File: config.mk
export PLATFORM = sky130hd
export DESIGN_NAME = bios_program_loader
export DESIGN_NICKNAME = d
export VERILOG_FILES = /design/src/rtl/bios_program_loader_pkg.sv /design/src/rtl/bios_program_loader_transfer_address_counter.sv /design/src/rtl/bios_program_loader.sv
export SDC_FILE = /design/constraint.sdc
export NUM_CORES = 1
export LEC_CHECK = 0
export ABC_AREA = 1
export CAP_MARGIN = 20
export CORE_MARGIN = 2
export CORE_UTILIZATION = 38
export CTS_CLUSTER_DIAMETER = 150
export DETAILED_ROUTE_END_ITERATION = 8
export PLACE_DENSITY = 0.74
export SLEW_MARGIN = 10
export SYNTH_ARGS = -nofsm -noshare
export SYNTH_HDL_FRONTEND = slang
export SYNTH_SLANG_ARGS = --single-unit
File: constraint.sdc
create_clock -name clock -period 1.93 [get_ports clock]
set_input_delay 0.2895 -clock clock [delete_from_list [all_inputs] [get_ports clock]]
set_output_delay 0.2895 -clock clock [all_outputs]
set_load 0.02 [all_outputs]
File: src/rtl/bios_program_loader_pkg.sv
// rtl/bios_program_loader_pkg.sv - opcode, selector and loader state constants shared across the BIOS handover path
package bios_program_loader_pkg;

    localparam int OPCODE_WIDTH = 6;
    localparam logic [OPCODE_WIDTH-1:0] CHANGE_STATE_OPCODE = 6'b100111;

    // instruction_source_selector selection values
    localparam logic BIOS_PROCESSING = 1'b0;
    localparam logic IGNORE_BIOS     = 1'b1;

    typedef enum logic [2:0] {
        ST_IDLE,
        ST_FETCH,
        ST_COPY,
        ST_HANDOVER,
        ST_DONE
    } loader_state_t;

endpackage

File: src/rtl/bios_program_loader_transfer_address_counter.sv
// rtl/bios_program_loader_transfer_address_counter.sv - word counter with latched length and terminal-count compare
module transfer_address_counter #(
    parameter int ADDR_WIDTH = 10
) (
    input  logic                  clock,
    input  logic                  reset_n,
    input  logic                  load,
    input  logic [ADDR_WIDTH:0]   length_in,
    input  logic                  clear,
    input  logic                  increment,
    output logic                  terminal,
    output logic [ADDR_WIDTH-1:0] write_address_next,
    output logic [ADDR_WIDTH-1:0] read_address_next
);

    localparam logic [ADDR_WIDTH:0] one = (ADDR_WIDTH+1)'(1);

    logic [ADDR_WIDTH:0] count;
    logic [ADDR_WIDTH:0] length_q;

    always_ff @(posedge clock) begin
        if (!reset_n) begin
            count    <= '0;
            length_q <= '0;
        end else begin
            if (load) begin
                length_q <= length_in;
            end
            if (clear) begin
                count <= '0;
            end else if (increment) begin
                count <= count + one;
            end
        end
    end

    assign terminal = (count == length_q - one);

    // read-ahead runs one word past the write address; wraps to 0 at full length
    assign write_address_next = count[ADDR_WIDTH-1:0] + ADDR_WIDTH'(1);
    assign read_address_next  = count[ADDR_WIDTH-1:0] + ADDR_WIDTH'(2);

endmodule

File: src/rtl/bios_program_loader.sv
// rtl/bios_program_loader.sv - copies the BIOS program image into instruction memory, then issues the change-state instruction
module bios_program_loader #(
    parameter int DATA_WIDTH   = 32,
    parameter int ADDR_WIDTH   = 10,
    parameter int OPCODE_WIDTH = bios_program_loader_pkg::OPCODE_WIDTH
) (
    input  logic                  clock,
    input  logic                  reset_n,
    input  logic                  start,
    input  logic [ADDR_WIDTH:0]   program_length,
    output logic [ADDR_WIDTH-1:0] source_address,
    input  logic [DATA_WIDTH-1:0] source_data,
    output logic                  imem_write_enable,
    output logic [ADDR_WIDTH-1:0] imem_write_address,
    output logic [DATA_WIDTH-1:0] imem_write_data,
    output logic [DATA_WIDTH-1:0] handover_instruction,
    output logic                  handover_valid,
    output logic                  busy,
    output logic                  done
);

    import bios_program_loader_pkg::*;

    localparam logic [ADDR_WIDTH:0] full_length = {1'b1, {ADDR_WIDTH{1'b0}}};
    localparam logic [DATA_WIDTH-1:0] handover_word =
        {OPCODE_WIDTH'(CHANGE_STATE_OPCODE), {(DATA_WIDTH-OPCODE_WIDTH){1'b0}}};

    loader_state_t         state;
    logic [ADDR_WIDTH:0]   clamped_length;
    logic                  terminal;
    logic [ADDR_WIDTH-1:0] write_address_next;
    logic [ADDR_WIDTH-1:0] read_address_next;

    assign clamped_length = (program_length > full_length) ? full_length : program_length;

    transfer_address_counter #(
        .ADDR_WIDTH(ADDR_WIDTH)
    ) u_counter (
        .clock              (clock),
        .reset_n            (reset_n),
        .load               (state == ST_IDLE && start),
        .length_in          (clamped_length),
        .clear              (state == ST_FETCH),
        .increment          (state == ST_COPY && !terminal),
        .terminal           (terminal),
        .write_address_next (write_address_next),
        .read_address_next  (read_address_next)
    );

    always_ff @(posedge clock) begin
        if (!reset_n) begin
            state                <= ST_IDLE;
            source_address       <= '0;
            imem_write_enable    <= 1'b0;
            imem_write_address   <= '0;
            handover_instruction <= '0;
            handover_valid       <= 1'b0;
            busy                 <= 1'b0;
            done                 <= 1'b0;
        end else begin
            source_address       <= '0;
            imem_write_enable    <= 1'b0;
            imem_write_address   <= '0;
            handover_instruction <= '0;
            handover_valid       <= 1'b0;
            case (state)
                ST_IDLE: begin
                    if (start) begin
                        busy <= 1'b1;
                        if (program_length != '0) begin
                            state <= ST_FETCH;
                        end else begin
                            state                <= ST_HANDOVER;
                            handover_valid       <= 1'b1;
                            handover_instruction <= handover_word;
                        end
                    end
                end
                ST_FETCH: begin
                    state             <= ST_COPY;
                    imem_write_enable <= 1'b1;
                    source_address    <= ADDR_WIDTH'(1);
                end
                ST_COPY: begin
                    if (terminal) begin
                        state                <= ST_HANDOVER;
                        handover_valid       <= 1'b1;
                        handover_instruction <= handover_word;
                    end else begin
                        imem_write_enable  <= 1'b1;
                        imem_write_address <= write_address_next;
                        source_address     <= read_address_next;
                    end
                end
                ST_HANDOVER: begin
                    state <= ST_DONE;
                    busy  <= 1'b0;
                    done  <= 1'b1;
                end
                ST_DONE: begin
                    done <= 1'b1;
                end
                default: begin
                    state <= ST_IDLE;
                    busy  <= 1'b0;
                end
            endcase
        end
    end

    // the only input-to-output path: ROM data streams straight through while copying
    assign imem_write_data = imem_write_enable ? source_data : '0;

endmodule

=== Word-level counts from Yosys, hierarchy flattened ===
Index checks and enable logic that the tools add are counted.

* Flip-flop bits (word level): 81
* Bits in latches: 0
* RAM bits: 0
* ROM bits: 0
* Bits of input ports: 46
* Output and inout port bits: 88
* Word-level logic and storage cells: 57
* Memories: 0

* Add/sub/neg operators: 4
* Multipliers: 0
* Div/mod/pow operators: 0
* $lt $le $gt $ge: 1
* Equal/unequal tests: 7
* Shift operators: 0
* Multiplexer cells: 20
* Bitwise operators: 4
* Reduce and logical (&&, ||, !) cells: 11

{| class="wikitable"
|+ Operator list
! cell !! number
|-
| 2-to-1 mux 32 bit || 4
|-
| one-hot mux 32 bit (2 select lines) || 1
|-
| one-hot mux 10 bit (2 select lines) || 1
|-
| one-hot mux 3 bit (5 select lines) || 1
|-
| adder 11 x 1 -> 11 bit (second input constant) || 1
|-
| == test 11 bit || 1
|-
| > comparator 11 bit (second input constant) || 1
|-
| 2-to-1 mux 11 bit || 1
|-
| nonzero test 11 bit || 1
|-
| subtractor 11 x 1 -> 11 bit (second input constant) || 1
|-
| adder 10 x 1 -> 10 bit (second input constant) || 1
|-
| adder 10 x 2 -> 10 bit (second input constant) || 1
|-
| 2-to-1 mux 10 bit || 1
|-
| == test 3 x 2 -> 1 bit (second input constant) || 2
|-
| 2-to-1 mux 3 bit || 2
|-
| one-hot mux 1 bit (2 select lines) || 3
|-
| OR reduction 3 bit || 2
|-
| 2-to-1 mux 1 bit || 5
|-
| inequality test 2 bit (second input constant) || 2
|-
| inverter 1 bit || 4
|-
| OR reduction 2 bit || 2
|-
| == test 3 x 1 -> 1 bit (second input constant) || 1
|-
| == test 3 bit (second input constant) || 1
|-
| logical NOT 3 bit || 1
|-
| other kinds (5) || 6
|}

=== Depth between registers and ports, before layout ===
* Word-level depth: 4
* Gate-level depth with buffers: 16
* Gate-level depth less buffers: 15

=== Modules after synthesis ===
A second synthesis with hierarchy kept.

* Cell total of the unflattened synthesis: 474
* Area, all modules: 3,031.7 µm²

{| class="wikitable"
|+ By module, submodules not included
! module !! instances !! cells each !! area an instance (µm²) !! seq. area each (µm²)
|-
| bios_program_loader || 1 || 239 || 1,561.5 || 540.5
|-
| transfer_address_counter || 1 || 235 || 1,470.2 || 440.4
|}

=== Worst setup path after synthesis ===
OpenSTA, ideal clock, no wires.

* Kind: reg2reg
* Start: register u_counter.length_q[0]
* End: register imem_write_address[6]
* Library setup time: 0.119 ns
* Arrival time: 1.726 ns
* Required time: 1.811 ns
* Path slack: 0.085 ns
* Cell stages (with the launch flop): 17
* Cell sequence: dfxtp_1 > inv_2 > ha_1 > inv_1 > nand2_1 > nand2_1 > nor2_1 > nand3_1 > nor2_1 > nand2_1 > nor2_2 > nand3_4 > nand2_4 > inv_6 > nand2_4 > buf_8 > nor2_2

* Word-level cells in the longest chain between the ends: 3

{| class="wikitable"
|+ RTL lines
! element !! line !! RTL
|-
| start: declaration || bios_program_loader_transfer_address_counter.sv:19 || <nowiki>logic [ADDR_WIDTH:0] length_q;</nowiki>
|-
| start signal: assignment || bios_program_loader_transfer_address_counter.sv:27 || <nowiki>length_q <= length_in;</nowiki>
|-
| subtractor 11 x 1 -> 11 bit || bios_program_loader_transfer_address_counter.sv:37 || <nowiki>assign terminal = (count == length_q - one);</nowiki>
|-
| == test 11 bit || bios_program_loader_transfer_address_counter.sv:37 ||
|-
| OR reduction 3 bit (no source line) || - ||
|-
| end signal: assignment || bios_program_loader.sv:91 || <nowiki>imem_write_address <= write_address_next;</nowiki>
|-
| end: declaration || bios_program_loader.sv:14 || <nowiki>output logic [ADDR_WIDTH-1:0] imem_write_address,</nowiki>
|}

No other way between the ends.
A chain may end at the register's enable or synchronous reset.

=== Worst setup path in the final report ===
* Start: register u_counter.length_q[0]
* End: register u_counter.count[10]

* Word-level cells in the longest chain between the ends: 4

{| class="wikitable"
|+ RTL lines
! element !! line !! RTL
|-
| subtractor 11 x 1 -> 11 bit || bios_program_loader_transfer_address_counter.sv:37 ||
|-
| == test 11 bit || bios_program_loader_transfer_address_counter.sv:37 ||
|-
| logical NOT 1 bit || bios_program_loader.sv:44 || <nowiki>.increment (state == ST_COPY && !terminal),</nowiki>
|-
| logical AND 1 bit || bios_program_loader.sv:44 ||
|-
| end signal: assignment || bios_program_loader_transfer_address_counter.sv:32 || <nowiki>count <= count + one;</nowiki>
|-
| end: declaration || bios_program_loader_transfer_address_counter.sv:18 || <nowiki>logic [ADDR_WIDTH:0] count;</nowiki>
|}

No other way between the ends.

==> results.md <==
- FF-to-FF Start: u_counter.length_q[0]
- Num CTS Buffers: 5
- Total power: 2.66 mW
- Overall global routing resource usage: 17.3%
- Clock transition at path regs: 0.09 ns
- Critical Path AT: roughly 2.1 ns
- CTS Sinks: 49
- RSZ-0062 raised after global routing: yes
- GRT overflow: 0
- Antenna violations before repair: 0
- Pre-CTS setup slack: -0.0397 ns
- Core Region: between 7000 and 8000 µm²
- Seq pwr share: ~42%
- Synth Flop Type: dfxtp_1
- Initial core utilization: 39.7%
- Syn_area_per_cell: 6.55 µm²
- Setup violations, final: 0
- #FFs+latches synth: a little under 50
- Startpoint types: flip-flop
- Synth top area share: 33.5%
- Mapped Cells: ~450
- Critical path class: reg2reg
- Status: completed
- Max IR drop VDD: between 0.4 and 0.5 mV
- Min Clock Period, post-route: around 1.9 ns
- Final hold violation count: 0
- Final HPWL DP: ~6.1 mm
- Final nets: 615
- Vias: around 2900
- Die Wd: 91.8 µm
- Worst setup path start: u_counter.length_q[0]
- Worst-path fanout max: 6
- Largest net degree at the start of global routing: 34
- Vias per inst: 4.32
- WL per Instance: ~12 µm
- Std cell rows: 31
- Fmax: around 0.54 GHz
- Gp weighted congestion: around 0.86
- Post-synth ARST share: 0%
- Layout cells sized above 1: 12.7%
- Period utilization: a little over nine tenths
- Min-delay src: busy
- Unique cell type count in the Yosys netlist: 34
- Hold Crit Class: reg2reg
- Worst setup margin: 0.0617 ns
- DIE AREA: around 8400 µm²
- Antenna Nets Post-Route: 0
- Maximum root-to-sink buffer count: 2
- H-tree levels: 2
- Max cap viols: 0
- Routed wire length: around 7.8 mm
- # IOs: ~130
- First-pass GRT wire length: around 12 mm
- Ranking of synthesized cells by area: dfxtp_1 (34%), nand2_1 (14%), inv_1 (8.8%)
- Port bufs: roughly 110
- Area leader, netlist: dfxtp_1
- Worst-Skew Late Latency: roughly 0.3 ns
- Remaining DRCs: 0
- CP Data Required Time: ~2.2 ns
- Synthesis-to-finish area growth: 47.6%
- TritonCTS clock tree: done
- Die Y: ~92 µm
- EDFF count, synth: 0
- Initial DRC Count: 111
- P_sw: between 0.9 and 1 mW
- YS warnings: 0
- Clk_skew: between 0.01 and 0.015 ns
- Sw Share: a little over a third
- Crit end category: flip-flop
- Internal power: around 1.7 mW
- Post-synthesis cell area: roughly 2900 µm²
- ANT cells: 0
- Root Driver: clkbuf_8
- Combinational power share: 34.4%
- Clock group share of total power: a little under a quarter
- Leak pwr: between 2 and 2.5 nW
- PwrDens: roughly 620 nW/µm²
- 1st-pass router iterations: 4
- Number of global-route vias before repair: between 2000 and 3000
- Slew Viols, Final: 0
- Sequential area share after synthesis: 33.5%
worst paths after layout:
path / to / slack (ns) / cells after the start
worst max-delay path: u_counter.count[10] / 0.06 / 15
worst min-delay path: busy / 0.46 / 2
worst max register to register: u_counter.count[10] / 0.06 / 15
worst min register to register: busy / 0.46 / 2
logic make-up after synthesis:
family	after synthesis	share of synthesized area, %
buf+inv	116	19.7
flops	49	33.5
compound gates	34	6.46
fa+ha+maj	3	1.28
simple gates	229	34.4
xor+xnor	15	4.49
other cells	1	0.128
synthesized netlist by cell type (2+ instances only):
| cell type | n |
|---|---|
| nor2_2 | 16 |
| xor2_1 | 11 |
| nand3b_1 | 2 |
| inv_1 | 69 |
| o21ai_1 | 2 |
| nor2_1 | 58 |
| ha_1 | 3 |
| a211oi_1 | 6 |
| nor4_1 | 3 |
| nand3_1 | 25 |
| clkbuf_1 | 9 |
| nand4_1 | 2 |
| nand2_2 | 2 |
| o21ai_0 | 6 |
| dfxtp_1 | 49 |
| xnor2_1 | 4 |
| nand2_1 | 110 |
| nand2_4 | 2 |
| a21oi_1 | 18 |
| buf_4 | 33 |
| or2_2 | 2 |
| nor3_1 | 3 |
repair_timing:
item | in CTS | in global routing
pin swaps | 0 | 11
endpoints found under the setup margin | 16 | 49
gates cloned | 0 | 1
setup buffers | 0 | 2
hold buffers | 0 | 0
gates resized for setup | 2 | 32
final cells by class:
class | instances | area (µm²)
clock inverter | 2 | 13.8
timing repair buffer | 128 | 1290
multi-input combinational | 310 | 1550
fill | 690 | 3050
inverter | 72 | 275
clock buffer | 6 | 82.6
tap | 99 | 124
sequential | 49 | 985
flip-flops by register name, summed over array words and instances, names as in the netlist, 3 cells and up:
signal              count
imem_write_address     10
u_counter.count        11
source_address         10
state                   3
u_counter.length_q     11
power groups by stage:
stage          logic (mW)  clock network, mW  registers, mW
2_1_floorplan       0.603                  0           1.14
4_1_cts             0.879              0.634           1.13
6_report            0.916              0.618           1.13
3_3_place_gp        0.848                  0           1.15
3_5_place_dp        0.869                  0           1.15
5_1_grt              1.01              0.686           1.14
routing by layer:
| metal | global-route usage (%) | wire [µm] |
|---|---|---|
| met1 | 21.7 | 3360 |
| met4 | 5.10 | 115 |
| met5 | 0 | 0 |
| met3 | 3.04 | 348 |
| met2 | 30.5 | 3980 |
cells in the final DEF, fill, tap and decap left out, types with 4 or more instances in the layout:
cell	netlist	final
nand2_1	110	109
clkdlybuf4s50_1	0	90
inv_1	69	67
nor2_1	58	56
dfxtp_1	49	46
conb_1	1	28
nand3_1	25	22
buf_4	33	19
nor2_2	16	17
a21oi_1	18	17
dlymetal6s2s_1	0	15
xor2_1	11	11
o21ai_0	6	6
a211oi_1	6	6
clkbuf_8	0	6
xnor2_1	4	4
per-stage QoR:
| step | hold WS (ns) | utilization (%) | cell area (µm²) | instances | TNS, ns |
|---|---|---|---|---|---|
| after floorplan | 0.428 | - | 3030 | 474 | 0 |
| after global placement | 0.447 | 55.4 | 4080 | 655 | 0 |
| after detailed placement | 0.452 | 55.4 | 4080 | 655 | -0.313 |
| after CTS | 0.470 | 56.9 | 4190 | 663 | 0 |
| after global routing | 0.478 | 58.6 | 4320 | 666 | -0.371 |
| final | 0.464 | 58.6 | 4320 | 666 | 0 |
critical path, cell delays in order (launching register included):
cell and delay, ns:
dfxtp_2 0.35, inv_2 0.05, ha_4 0.26, inv_2 0.03, nand2_1 0.05, nand2_1 0.05, nor2_1 0.10, nand3_1 0.08
nor2_1 0.12, nand2_1 0.09, nor2_4 0.14, nand3_4 0.10, nand2_4 0.11, buf_6 0.13, nand2_2 0.05, a21oi_2 0.12
Power figures use the tool's default switching activity.
